[src/rtl/wb_align_stage.sv]
// Writeback alignment stage: formats ALU/LOAD/LINK results into one registered RF write port.
// Optional retire counter enabled by defining WB_RETIRE_CNT_EN.
module wb_align_stage #(
  parameter int unsigned WIDTH      = 32,
  parameter int unsigned REG_ADDR_W = 5,
  parameter int unsigned LINK_REG   = 31
) (
  input  logic                  clk,
  input  logic                  reset,
  input  logic                  in_valid,
  output logic                  in_ready,
  input  logic [2:0]            op,
  input  logic [1:0]            ld_size,
  input  logic                  ld_signed,
  input  logic [1:0]            ld_off,
  input  logic [REG_ADDR_W-1:0] rd,
  input  logic [WIDTH-1:0]      z_in,
  output logic                  wr_en,
  output logic [REG_ADDR_W-1:0] wr_addr,
  output logic [WIDTH-1:0]      wr_data,
  output logic                  halted,
`ifdef WB_RETIRE_CNT_EN
  output logic [31:0]           retire_cnt,
`endif
  output logic                  misalign
);

  localparam logic [2:0] OpAlu  = 3'd1;
  localparam logic [2:0] OpLoad = 3'd2;
  localparam logic [2:0] OpLink = 3'd3;
  localparam logic [2:0] OpHalt = 3'd4;

  localparam logic [1:0] SzHalf = 2'd1;
  localparam logic [1:0] SzByte = 2'd2;

  localparam logic [REG_ADDR_W-1:0] LinkAddr = REG_ADDR_W'(LINK_REG);

  logic                  wr_en_q, wr_en_d;
  logic [REG_ADDR_W-1:0] wr_addr_q, wr_addr_d;
  logic [WIDTH-1:0]      wr_data_q, wr_data_d;
  logic                  halted_q, halted_d;
  logic                  misalign_q, misalign_d;

  logic                  accept;
  logic [7:0]            byte_lane;
  logic [15:0]           half_lane;
  logic [WIDTH-1:0]      load_data;

  assign accept = in_valid && !halted_q;

  always_comb begin
    byte_lane = 8'h00;
    unique case (ld_off)
      2'd0: byte_lane = z_in[7:0];
      2'd1: byte_lane = z_in[15:8];
      2'd2: byte_lane = z_in[23:16];
      2'd3: byte_lane = z_in[31:24];
      default: byte_lane = z_in[7:0];
    endcase
    half_lane = ld_off[1] ? z_in[31:16] : z_in[15:0];
  end

  always_comb begin
    load_data = z_in;
    if (ld_size == SzByte) begin
      load_data = {{(WIDTH-8){ld_signed & byte_lane[7]}}, byte_lane};
    end else if (ld_size == SzHalf) begin
      load_data = {{(WIDTH-16){ld_signed & half_lane[15]}}, half_lane};
    end
  end

  // Address/data hold unless a write-class request is accepted.
  always_comb begin
    wr_en_d    = 1'b0;
    wr_addr_d  = wr_addr_q;
    wr_data_d  = wr_data_q;
    halted_d   = halted_q;
    misalign_d = 1'b0;
    if (accept) begin
      case (op)
        OpAlu: begin
          wr_addr_d = rd;
          wr_data_d = z_in;
          wr_en_d   = (rd != '0);
        end
        OpLoad: begin
          if (ld_size == SzHalf && ld_off[0]) begin
            misalign_d = 1'b1;
          end else begin
            wr_addr_d = rd;
            wr_data_d = load_data;
            wr_en_d   = (rd != '0);
          end
        end
        OpLink: begin
          wr_addr_d = LinkAddr;
          wr_data_d = z_in;
          wr_en_d   = (LinkAddr != '0);
        end
        OpHalt: halted_d = 1'b1;
        default: ;
      endcase
    end
  end

  always_ff @(posedge clk or posedge reset) begin
    if (reset) begin
      wr_en_q    <= 1'b0;
      wr_addr_q  <= '0;
      wr_data_q  <= '0;
      halted_q   <= 1'b0;
      misalign_q <= 1'b0;
    end else begin
      wr_en_q    <= wr_en_d;
      wr_addr_q  <= wr_addr_d;
      wr_data_q  <= wr_data_d;
      halted_q   <= halted_d;
      misalign_q <= misalign_d;
    end
  end

`ifdef WB_RETIRE_CNT_EN
  logic [31:0] retire_cnt_q;

  // Counts alongside the write it retires, so the value is current in the output cycle.
  always_ff @(posedge clk or posedge reset) begin
    if (reset) begin
      retire_cnt_q <= '0;
    end else if (wr_en_d) begin
      retire_cnt_q <= retire_cnt_q + 32'd1;
    end
  end

  assign retire_cnt = retire_cnt_q;
`endif

  assign in_ready = !halted_q;
  assign wr_en    = wr_en_q;
  assign wr_addr  = wr_addr_q;
  assign wr_data  = wr_data_q;
  assign halted   = halted_q;
  assign misalign = misalign_q;

endmodule

[config.mk]
export PLATFORM = sky130hd
export DESIGN_NAME = wb_align_stage
export DESIGN_NICKNAME = d
export VERILOG_FILES = /design/src/rtl/wb_align_stage.sv
export SDC_FILE = /design/constraint.sdc
export NUM_CORES = 1
export LEC_CHECK = 0
export ABC_AREA = 0
export ABC_CLOCK_PERIOD_IN_PS = 3300
export CAP_MARGIN = 40
export CELL_PAD_IN_SITES_DETAIL_PLACEMENT = 1
export CELL_PAD_IN_SITES_GLOBAL_PLACEMENT = 2
export CORE_MARGIN = 8
export CORE_UTILIZATION = 25
export CTS_BUF_LIST = sky130_fd_sc_hd__clkbuf_4
export CTS_CLUSTER_DIAMETER = 50
export DETAILED_ROUTE_END_ITERATION = 10
export PLACE_DENSITY_LB_ADDON = 0.2
export REMOVE_ABC_BUFFERS = 1
export SYNTH_ARGS = -nofsm -noshare
export SYNTH_HDL_FRONTEND = slang
export SYNTH_SLANG_ARGS = --single-unit
[constraint.sdc]
create_clock -name clk -period 3.3 [get_ports clk]
set_input_delay 0.99 -clock clk [delete_from_list [all_inputs] [get_ports clk]]
set_output_delay 0.99 -clock clk [all_outputs]
set_load 0.05 [all_outputs]
==> flow_summary.json, run 1 <==
{
  "die_h_um": 125.4,
  "cts_made_buffers": 5,
  "via_per_inst": 5.473,
  "design_area_mm2": 0.004129,
  "htree_depth": 2,
  "clk_network_pwr_share_pct": 22.3,
  "core_area_mm2": 0.01186,
  "critical_path.reg2reg.startpoint": "halted",
  "synth_compound_area_share_pct": 39.23,
  "pwr_density_cell_mw_per_mm2": 307.5,
  "timing.final.setup_violations": 0,
  "ant_nets": 0,
  "cts_repair_resize_count": 0,
  "reg2reg_slack_ns": 1.55,
  "tritoncts_clock_tree": "built",
  "gpl.final_weighted_congestion": 0.7574,
  "p_seq_share_pct": 41.6,
  "slew_headroom_pct": 47.00,
  "num_rows": 40,
  "die-width_um": 125.4,
  "worst_slew_pin_slew_ns": 0.7901,
  "final_hold_violation_count": 0,
  "filler_cell_count": 1338,
  "routed-via-count": 2879,
  "crit_fanout": 3,
  "switch_share_pct": 36.44,
  "power.internal_w": 0.0008069,
  "post_synth_num_cell_types": 45,
  "timing.fmax_mhz": 376.7,
  "insertion_delay_ns": 0.35,
  "ios": 89,
  "place_worst_setup_slack_ns": 0.2702,
  "synth.avg_cell_area_um2": 10.18,
  "grt_antenna_before_repair": 0,
  "maxCapViolations": 0,
  "comb_power_share_pct": 36.1,
  "post_route_cells_drive_above_1_share_pct": 16.36,
  "grt_pass1_vias": 3235,
  "diode_insertion_count_for_antenna_repair": 0,
  "main_combinational_cell_family_by_area_after_synthesis": "compound AO/OA/AOI/OAI gates",
  "drt_iter0_drcs": 124,
  "fin_crit_ns": 2.655,
  "firstDrtPassIters": 4,
  "worstSetupPathType": "flop to output port",
  "vdd_drop_max_mv": 0.1278,
  "synth_simple_gate_area_share_pct": 12.76,
  "hpwl_dp_mm": 8.249,
  "post-route-worst-setup-slack_ns": 0.6453,
  "placed_area_mm2": 0.004073,
  "post-route-drc-count": 0,
  "postSynthRegisterBits": 40,
  "seq_total_area_yosys_pct": 33.46,
  "postSynthCellCount": 294,
  "crit_path_start": "halted",
  "ctsHoldBuffers": 0,
  "finish.net_count": 426,
  "total_grt_overflow": 0,
  "p_leak_nw": 1.619,
  "tns_ns": 0,
  "clock_skew_ns": 0.009176,
  "yosys.area_share.xor_xnor_pct": 0,
  "placement.io_buffers": 88,
  "worstHoldStart": "wr_addr[2]",
  "wire_length_of_the_first_global_routing_pass_mm": 19.14,
  "cts_post_setup_buffers_inserted": 0,
  "dp.cells": 518,
  "grt_util_all_layers_pct": 15.11,
  "finalMaxSlewViolations": 0,
  "required_ns": 2.31,
  "synthMuxAreaShare_pct": 7.696,
  "worstSetupEndpoint": "in_ready",
  "startpoint_type": "flop",
  "unrepaired_setup_endpoints_after_global_routing": "false",
  "synth-adder-area-share_pct": 0,
  "clock_slew_at_reported_path_ffs_ns": 0.13,
  "wl_per_cell_um": 21.89,
  "drt-total-wl_mm": 11.52,
  "synth.cell_area_mm2": 0.002992,
  "timing.critical_path.arrival_ns": 1.66,
  "final-instance-count-excl-fill": 526,
  "end_kind": "output port",
  "timing.reg2reg.worst_path_depth": 5,
  "switching_power_of_the_nets_w": 0.0004626,
  "clock_tree.buffer_depth": 2,
  "full_die_area_mm2": 0.01572,
  "largest_net_degree_at_the_start_of_global_routing": 38,
  "synth.yosys.warnings": 0,
  "clock_tree.root_cell": "sky130_fd_sc_hd__clkbuf_4",
  "multi_input_area_mm2": 0.001802,
  "ff_latch_area_mm2": 0.001001,
  "r2r_end": "wr_data[4]",
  "initial_utilization_pct": 25.22,
  "cts.sink_count": 40,
  "run_status": "complete, no violations",
  "hold_path_class": "flop to flop",
  "area_added_between_synthesis_and_finish_pct": 38.02,
  "final.period_utilization_pct": 80.45
}
-- worst max-delay path, stage by stage (launching register included) --
cell	delay [ns]
sky130_fd_sc_hd__dfrtp_1	0.43
sky130_fd_sc_hd__inv_1	0.08
sky130_fd_sc_hd__clkdlybuf4s50_1	0.81
-- per-stage QoR --
step	hold WS, ns	utilization (%)	power [W]
after global routing	0.5700	34.81	0.001343
after floorplan	0.7845	-	0.0007773
after CTS	0.5398	34.81	0.001292
after global placement	0.4890	34.24	0.0009937
after detailed placement	0.5033	34.34	0.001001
final	0.5324	34.81	0.001269
-- layer usage --
metal / wire length [µm] / global-route usage [%] / part of all wire [%]
met1: 5206 / 19.17 / 45
met2: 5535 / 25.06 / 48
met3: 700 / 4.547 / 6.1
met4: 73 / 2.507 / 0.63
met5: 0 / 0 / 0
-- power by group through the flow --
stage | logic (W) | registers [W] | clock network (W)
3_3_place_gp | 0.000456 | 0.000537 | 0
3_5_place_dp | 0.000464 | 0.000537 | 0
2_1_floorplan | 0.000161 | 0.000617 | 0
5_1_grt | 0.000493 | 0.000531 | 0.000319
6_report | 0.000458 | 0.000528 | 0.000284
4_1_cts | 0.000466 | 0.000528 | 0.000298
-- sequential cells by signal, indices dropped and copies added, names as in the netlist --
| name | flops |
|---|---|
| wr_data | 32 |
| wr_addr | 5 |
| halted | 1 |
| misalign | 1 |
| wr_en | 1 |
-- synthesized netlist by cell type, drive strengths merged --
master   number  area, µm²
dfrtp        40       1001
o21ai        30      153.9
a211oi       23      172.7
a2bb2oi      22      255.2
buf          20      143.9
nor2         19      71.32
a21oi        15      78.83
nor2b        15      93.84
o211ai       15      162.7
clkbuf       13      50.04
o31ai         9      77.57
a221oi        8      70.07
a22o          8      70.07
a211o         7      61.31
and3          7      43.79
mux4          7      183.9
nand2         7      26.28
and2b         4      32.53
inv           3      11.26
mux2i         3      46.29
nand2b        3      18.77
nand3b        3      22.52
nand4b        2      17.52
nand4bb       2      22.52
o221ai        2      52.55
or2           2      12.51
a222oi        1      10.01
nand3         1      5.000
nor4          1      6.260
o32ai         1      8.760
or3b          1      8.760
-- worst min path at each step --
stage                        to  slack [ns]  cells after the start
finish               wr_addr[2]        0.53                      2
CTS                  wr_addr[2]        0.54                      2
global placement     wr_addr[2]        0.49                      2
global route        wr_data[27]        0.57                      1
floorplan           wr_data[31]        0.78                      2
detailed placement   wr_addr[4]        0.50                      2
-- cells in the final DEF, fill, tap and decap left out, types with 10 or more instances in the layout --
cell type and n:
sky130_fd_sc_hd__a2bb2oi_1 12, sky130_fd_sc_hd__nor2_1 18, sky130_fd_sc_hd__a21oi_1 13, sky130_fd_sc_hd__o211ai_2 10
sky130_fd_sc_hd__buf_4 19, sky130_fd_sc_hd__dfrtp_1 40, sky130_fd_sc_hd__clkdlybuf4s50_1 88, sky130_fd_sc_hd__a211oi_1 23
sky130_fd_sc_hd__nor2b_1 14, sky130_fd_sc_hd__a2bb2oi_2 10, sky130_fd_sc_hd__o21ai_0 27
-- cells by family (layout without fill, tap and decap cells) --
| family | after synthesis | after routing |
|---|---|---|
| compound gates | 141 | 141 |
| buf+inv | 36 | 121 |
| flops | 40 | 40 |
| mux | 10 | 10 |
| simple gates | 67 | 67 |
-- final cells by class --
class                   count  share of cell area, %
clock buffers               7                  1.273
clock inverters             1                0.09091
inverters                   3                 0.2727
multi-input cells         218                  43.64
flip-flops and latches     40                  24.24
well taps                 147                  4.455
repair buffers            110                  26.03
(Power assumes the default switching activity.)
==> run 2: changes to the inputs <==
Settings changed: ABC_CLOCK_PERIOD_IN_PS 3300 to 2600.
Clock period 3.3 ns to 2.6 ns, I/O delays scaled along.
==> run 2 against run 1 <==
Effect of this change: sequential power is 27% higher; clock-buffer cell count is 2 lower; clock power is 15% higher; largest power group unchanged.
==> flow_summary.json, run 2 (synthesized netlist as in run 1, its figures left out) <==
{
  "full_die_area_mm2": 0.01572,
  "design_area_mm2": 0.004299,
  "final-instance-count-excl-fill": 543,
  "path_cells": "inv_1 > clkdlybuf4s50_1",
  "core_area_mm2": 0.01186,
  "timing.final.setup_violations": 0,
  "finish.net_count": 444,
  "grt_antenna_before_repair": 0,
  "ctsHoldBuffers": 0,
  "worstHoldStart": "wr_addr[3]",
  "required_ns": 1.82,
  "critical_path.reg2reg.startpoint": "halted",
  "gpl.final_weighted_congestion": 0.7674,
  "crit_fanout": 3,
  "clock_skew_ns": 0.01194,
  "timing.fmax_mhz": 408.4,
  "num_rows": 40,
  "timing.critical_path.arrival_ns": 1.67,
  "initial_utilization_pct": 25.22,
  "r2r_end": "wr_data[12]",
  "diode_insertion_count_for_antenna_repair": 0,
  "finalPower_w": 0.001607,
  "area_added_between_synthesis_and_finish_pct": 43.71,
  "fin_crit_ns": 2.448,
  "vdd_drop_max_mv": 0.1569,
  "finalMaxSlewViolations": 0,
  "die-width_um": 125.4,
  "total_grt_overflow": 0,
  "grt_pass1_vias": 3260,
  "unrepaired_setup_endpoints_after_global_routing": "false",
  "final_hold_violation_count": 0,
  "tritoncts_clock_tree": "built",
  "worst_slew_pin_slew_ns": 0.5746,
  "wire_length_of_the_first_global_routing_pass_mm": 18.86,
  "whs_path_depth": 2,
  "slew_headroom_pct": 61.69,
  "htree_depth": 2,
  "hold_path_class": "flop to flop",
  "placed_area_mm2": 0.004254,
  "commonest_cells_after_routing_fill_and_taps_aside": "sky130_fd_sc_hd__clkdlybuf4s50_1 (88), sky130_fd_sc_hd__dfrtp_1 (40), sky130_fd_sc_hd__buf_4 (34)",
  "hold-path-endpoint": "wr_addr[3]",
  "drt-total-wl_mm": 11.78,
  "ios": 89,
  "worstSetupPathType": "flop to output port",
  "clock_tree.buffer_depth": 2,
  "reg2reg_slack_ns": 1.13,
  "wl_per_cell_um": 21.70,
  "insertion_delay_ns": 0.37,
  "timing.reg2reg.worst_path_depth": 5,
  "largest_register_ff_count": 32,
  "drt_iter0_drcs": 141,
  "clock_slew_at_reported_path_ffs_ns": 0.13,
  "pwr_density_cell_mw_per_mm2": 373.7,
  "ant_nets": 0,
  "dp.cells": 536,
  "worst_path_largest_cell_delay_ns": 0.80,
  "final_common_cell": "sky130_fd_sc_hd__clkdlybuf4s50_1",
  "tns_ns": 0,
  "cts_repair_resize_count": 0,
  "cts_post_setup_buffers_inserted": 0,
  "final.period_utilization_pct": 94.17,
  "via_per_inst": 5.409,
  "p_leak_nw": 1.717,
  "end_kind": "output port",
  "cts.sink_count": 40,
  "grt_util_all_layers_pct": 15.06,
  "post_route_cells_drive_above_1_share_pct": 19.70,
  "cpMaxStageDelayCell": "sky130_fd_sc_hd__clkdlybuf4s50_1",
  "firstDrtPassIters": 4,
  "largest_net_degree_at_the_start_of_global_routing": 41,
  "fin_hold_ws_ns": 0.5316,
  "post-route-drc-count": 0,
  "placement.io_buffers": 88,
  "die_h_um": 125.4,
  "cts_made_buffers": 5,
  "hpwl_dp_mm": 8.585,
  "clock_tree.root_cell": "sky130_fd_sc_hd__clkbuf_4",
  "startpoint_type": "flop",
  "run_status": "complete, no violations",
  "maxCapViolations": 0,
  "routed-via-count": 2937
}
## run 2: cell types whose count changed in the layout (fill, tap and decap cells not counted), sizes merged
| cell | delta |
|---|---|
| buf | +18 |
| clkbuf | -2 |
| clkinv | +1 |
## run 2: worst max path at each step
stage	cells past startpoint	to	start
3_3_place_gp	7	wr_data[15]	ld_off[1]
4_1_cts	2	in_ready	halted
3_5_place_dp	7	wr_data[3]	ld_off[1]
5_1_grt	2	in_ready	halted
2_1_floorplan	4	wr_data[21]	ld_size[1]
6_report	2	in_ready	halted
## run 2: power breakdown
group          internal (W)  total [W]  switching (W)
clock network     0.0000950   0.000326       0.000231
logic              0.000270   0.000611       0.000340
registers          0.000651   0.000670      0.0000191
## run 2: worst max-delay path, delay by kind of cell, from the launching register on
family | cells | cell delay (ns)
buf+inv | 2 | 0.88
flops | 1 | 0.42
## run 2: final cells by class
type                            instances  area, µm²
Clock buffer                            5      37.54
Clock inverter                          2      7.507
Fill cell                            1356       7562
Inverter                                3      11.26
Multi-Input combinational cell        218       1802
Sequential cell                        40       1001
Tap cell                              147      183.9
Timing Repair Buffer                  128       1256
## run 2: stage by stage
step | worst slack, ns | util (%)
CTS | 0.1288 | 36.24
floorplan | -0.8382 | -
finish | 0.1515 | 36.24
global route | 0.08280 | 36.24
global placement | 0.01089 | 35.87
detailed placement | -0.01026 | 35.87
## run 2: metal layers
layer | vias up | wire [µm] | track usage (%)
li1 | 1366 | - | -
met1 | 1485 | 5342 | 18.68
met2 | 74 | 5543 | 24.83
met3 | 12 | 717 | 4.292
met4 | 0 | 180 | 4.370
met5 | - | 0 | 0
==> run 3: changes to the inputs <==
Settings changed: CAP_MARGIN 40 to 20, PLACE_DENSITY set to 0.8, PLACE_DENSITY_LB_ADDON 0.2 to not set.
==> run 3 against run 2 <==
Effect of this change: global-route usage is 0.30 points lower; non-clock buffer count is 9 lower; cell count is 1.5% lower; design area is 0.17% lower; worst hold slack better by 0.0080 ns; register-to-register slack worse by 0.21 ns; sequential share of layout area hardly changed; sequential cell count stayed put; sequential power hardly changed; combinational power is 1% lower; largest cell class unchanged.
==> flow_summary.json, run 3 (synthesized netlist as in run 1, its figures left out) <==
{
  "clock_slew_at_reported_path_ffs_ns": 0.16,
  "gpl.final_weighted_congestion": 0.7644,
  "final_common_cell": "sky130_fd_sc_hd__clkdlybuf4s50_1",
  "via_per_inst": 5.490,
  "die_h_um": 125.4,
  "placed_area_mm2": 0.004212,
  "run_status": "complete, no violations",
  "wire_length_of_the_first_global_routing_pass_mm": 18.70,
  "initial_utilization_pct": 25.22,
  "cts_repair_resize_count": 0,
  "largest_net_degree_at_the_start_of_global_routing": 41,
  "critical_path_buf_inv_count": 2,
  "num_rows": 40,
  "tns_ns": 0,
  "end_kind": "output port",
  "critical_path.top_delay_family": "buffers and inverters",
  "largest_register_ff_count": 32,
  "grt_antenna_before_repair": 0,
  "required_ns": 1.82,
  "die-width_um": 125.4,
  "timing.critical_path.arrival_ns": 1.67,
  "ctsHoldBuffers": 0,
  "worstSetupPathType": "flop to output port",
  "finish.net_count": 435,
  "ios": 89,
  "ant_nets": 0,
  "wl_per_cell_um": 21.73,
  "drt_iter0_drcs": 171,
  "htree_depth": 2,
  "post_route_cells_drive_above_1_share_pct": 18.56,
  "clock_tree.buffer_depth": 2,
  "final_hold_violation_count": 0,
  "hpwl_dp_mm": 8.341,
  "total_grt_overflow": 0,
  "path_cells": "inv_1 > clkdlybuf4s50_1",
  "timing.final.setup_violations": 0,
  "finalPower_w": 0.001729,
  "pwr_density_cell_mw_per_mm2": 402.8,
  "design_area_mm2": 0.004292,
  "maxCapViolations": 0,
  "routed-via-count": 2937,
  "core_area_mm2": 0.01186,
  "diode_insertion_count_for_antenna_repair": 0,
  "fin_crit_ns": 2.446,
  "timing.fmax_mhz": 408.8,
  "final-instance-count-excl-fill": 535,
  "cts.sink_count": 40,
  "post-route-worst-setup-slack_ns": 0.1539,
  "filler_cell_count": 1339,
  "dp.cells": 527,
  "tritoncts_clock_tree": "built",
  "post-route-drc-count": 0,
  "full_die_area_mm2": 0.01572,
  "p_leak_nw": 1.699,
  "finalMaxSlewViolations": 0,
  "cts_post_setup_buffers_inserted": 0,
  "worst_path_largest_cell_delay_ns": 0.80,
  "final.period_utilization_pct": 94.08,
  "placement.io_buffers": 88,
  "insertion_delay_ns": 0.37,
  "firstDrtPassIters": 4,
  "clock_skew_ns": 0.01847,
  "drt-total-wl_mm": 11.63,
  "place_worst_setup_slack_ns": -0.07888,
  "clock_tree.root_cell": "sky130_fd_sc_hd__clkbuf_4",
  "vdd_drop_max_mv": 0.1838,
  "hold_path_class": "flop to flop",
  "worst_slew_pin_slew_ns": 0.7087,
  "commonest_cells_after_routing_fill_and_taps_aside": "sky130_fd_sc_hd__clkdlybuf4s50_1 (88), sky130_fd_sc_hd__dfrtp_1 (40), sky130_fd_sc_hd__o21ai_0 (27)",
  "startpoint_type": "flop",
  "cts_made_buffers": 5,
  "crit_fanout": 3,
  "cpMaxStageDelayCell": "sky130_fd_sc_hd__clkdlybuf4s50_1",
  "unrepaired_setup_endpoints_after_global_routing": "false",
  "grt_util_all_layers_pct": 14.75,
  "reg2reg_slack_ns": 0.92,
  "grt_pass1_vias": 3300,
  "area_added_between_synthesis_and_finish_pct": 43.45,
  "slew_headroom_pct": 52.75
}
-- run 3: layout make-up --
| class | instances | area, µm² | share of cell area [%] |
|---|---|---|---|
| Tap cell | 147 | 183.9 | 4.286 |
| Clock buffer | 5 | 37.54 | 0.8746 |
| Clock inverter | 3 | 42.54 | 0.9913 |
| Sequential cell | 40 | 1001 | 23.32 |
| Inverter | 3 | 11.26 | 0.2624 |
| Timing Repair Buffer | 119 | 1214 | 28.28 |
| Multi-Input combinational cell | 218 | 1802 | 41.98 |
-- run 3: final timing paths --
path	start	to	depth (start not counted)
min in group asynchronous	reset	wr_data[12]	3
max reg2reg	halted	wr_data[14]	5
min	wr_data[12]	wr_data[12]	2
min reg2reg	wr_data[12]	wr_data[12]	2
max in group asynchronous	reset	wr_data[14]	3
max	halted	in_ready	2
-- run 3: per-layer routing --
metal,track usage (%),up-vias,wire (µm)
li1,-,1349,-
met1,17.27,1504,4901
met2,26.05,80,5885
met3,4.930,4,779
met4,2.149,0,60
met5,0,-,0
-- run 3: power breakdown --
group          leakage, nW  switching (W)  internal [W]
clock network       0.0428       0.000254      0.000202
logic                 1.12       0.000337      0.000265
registers            0.533      0.0000205      0.000651
-- run 3: worst min-delay path, delay by kind of cell (launching register included) --
kind / cells / cell delay [ns]
flip-flops: 1 / 0.38
AO/OA/AOI/OAI: 2 / 0.14
-- run 3: stage by stage --
step	hold slack, ns	utilization [%]
3_3_place_gp	0.4900	35.51
5_1_grt	0.5712	36.18
2_1_floorplan	0.7845	-
6_report	0.5396	36.18
3_5_place_dp	0.5033	35.51
4_1_cts	0.5413	36.18
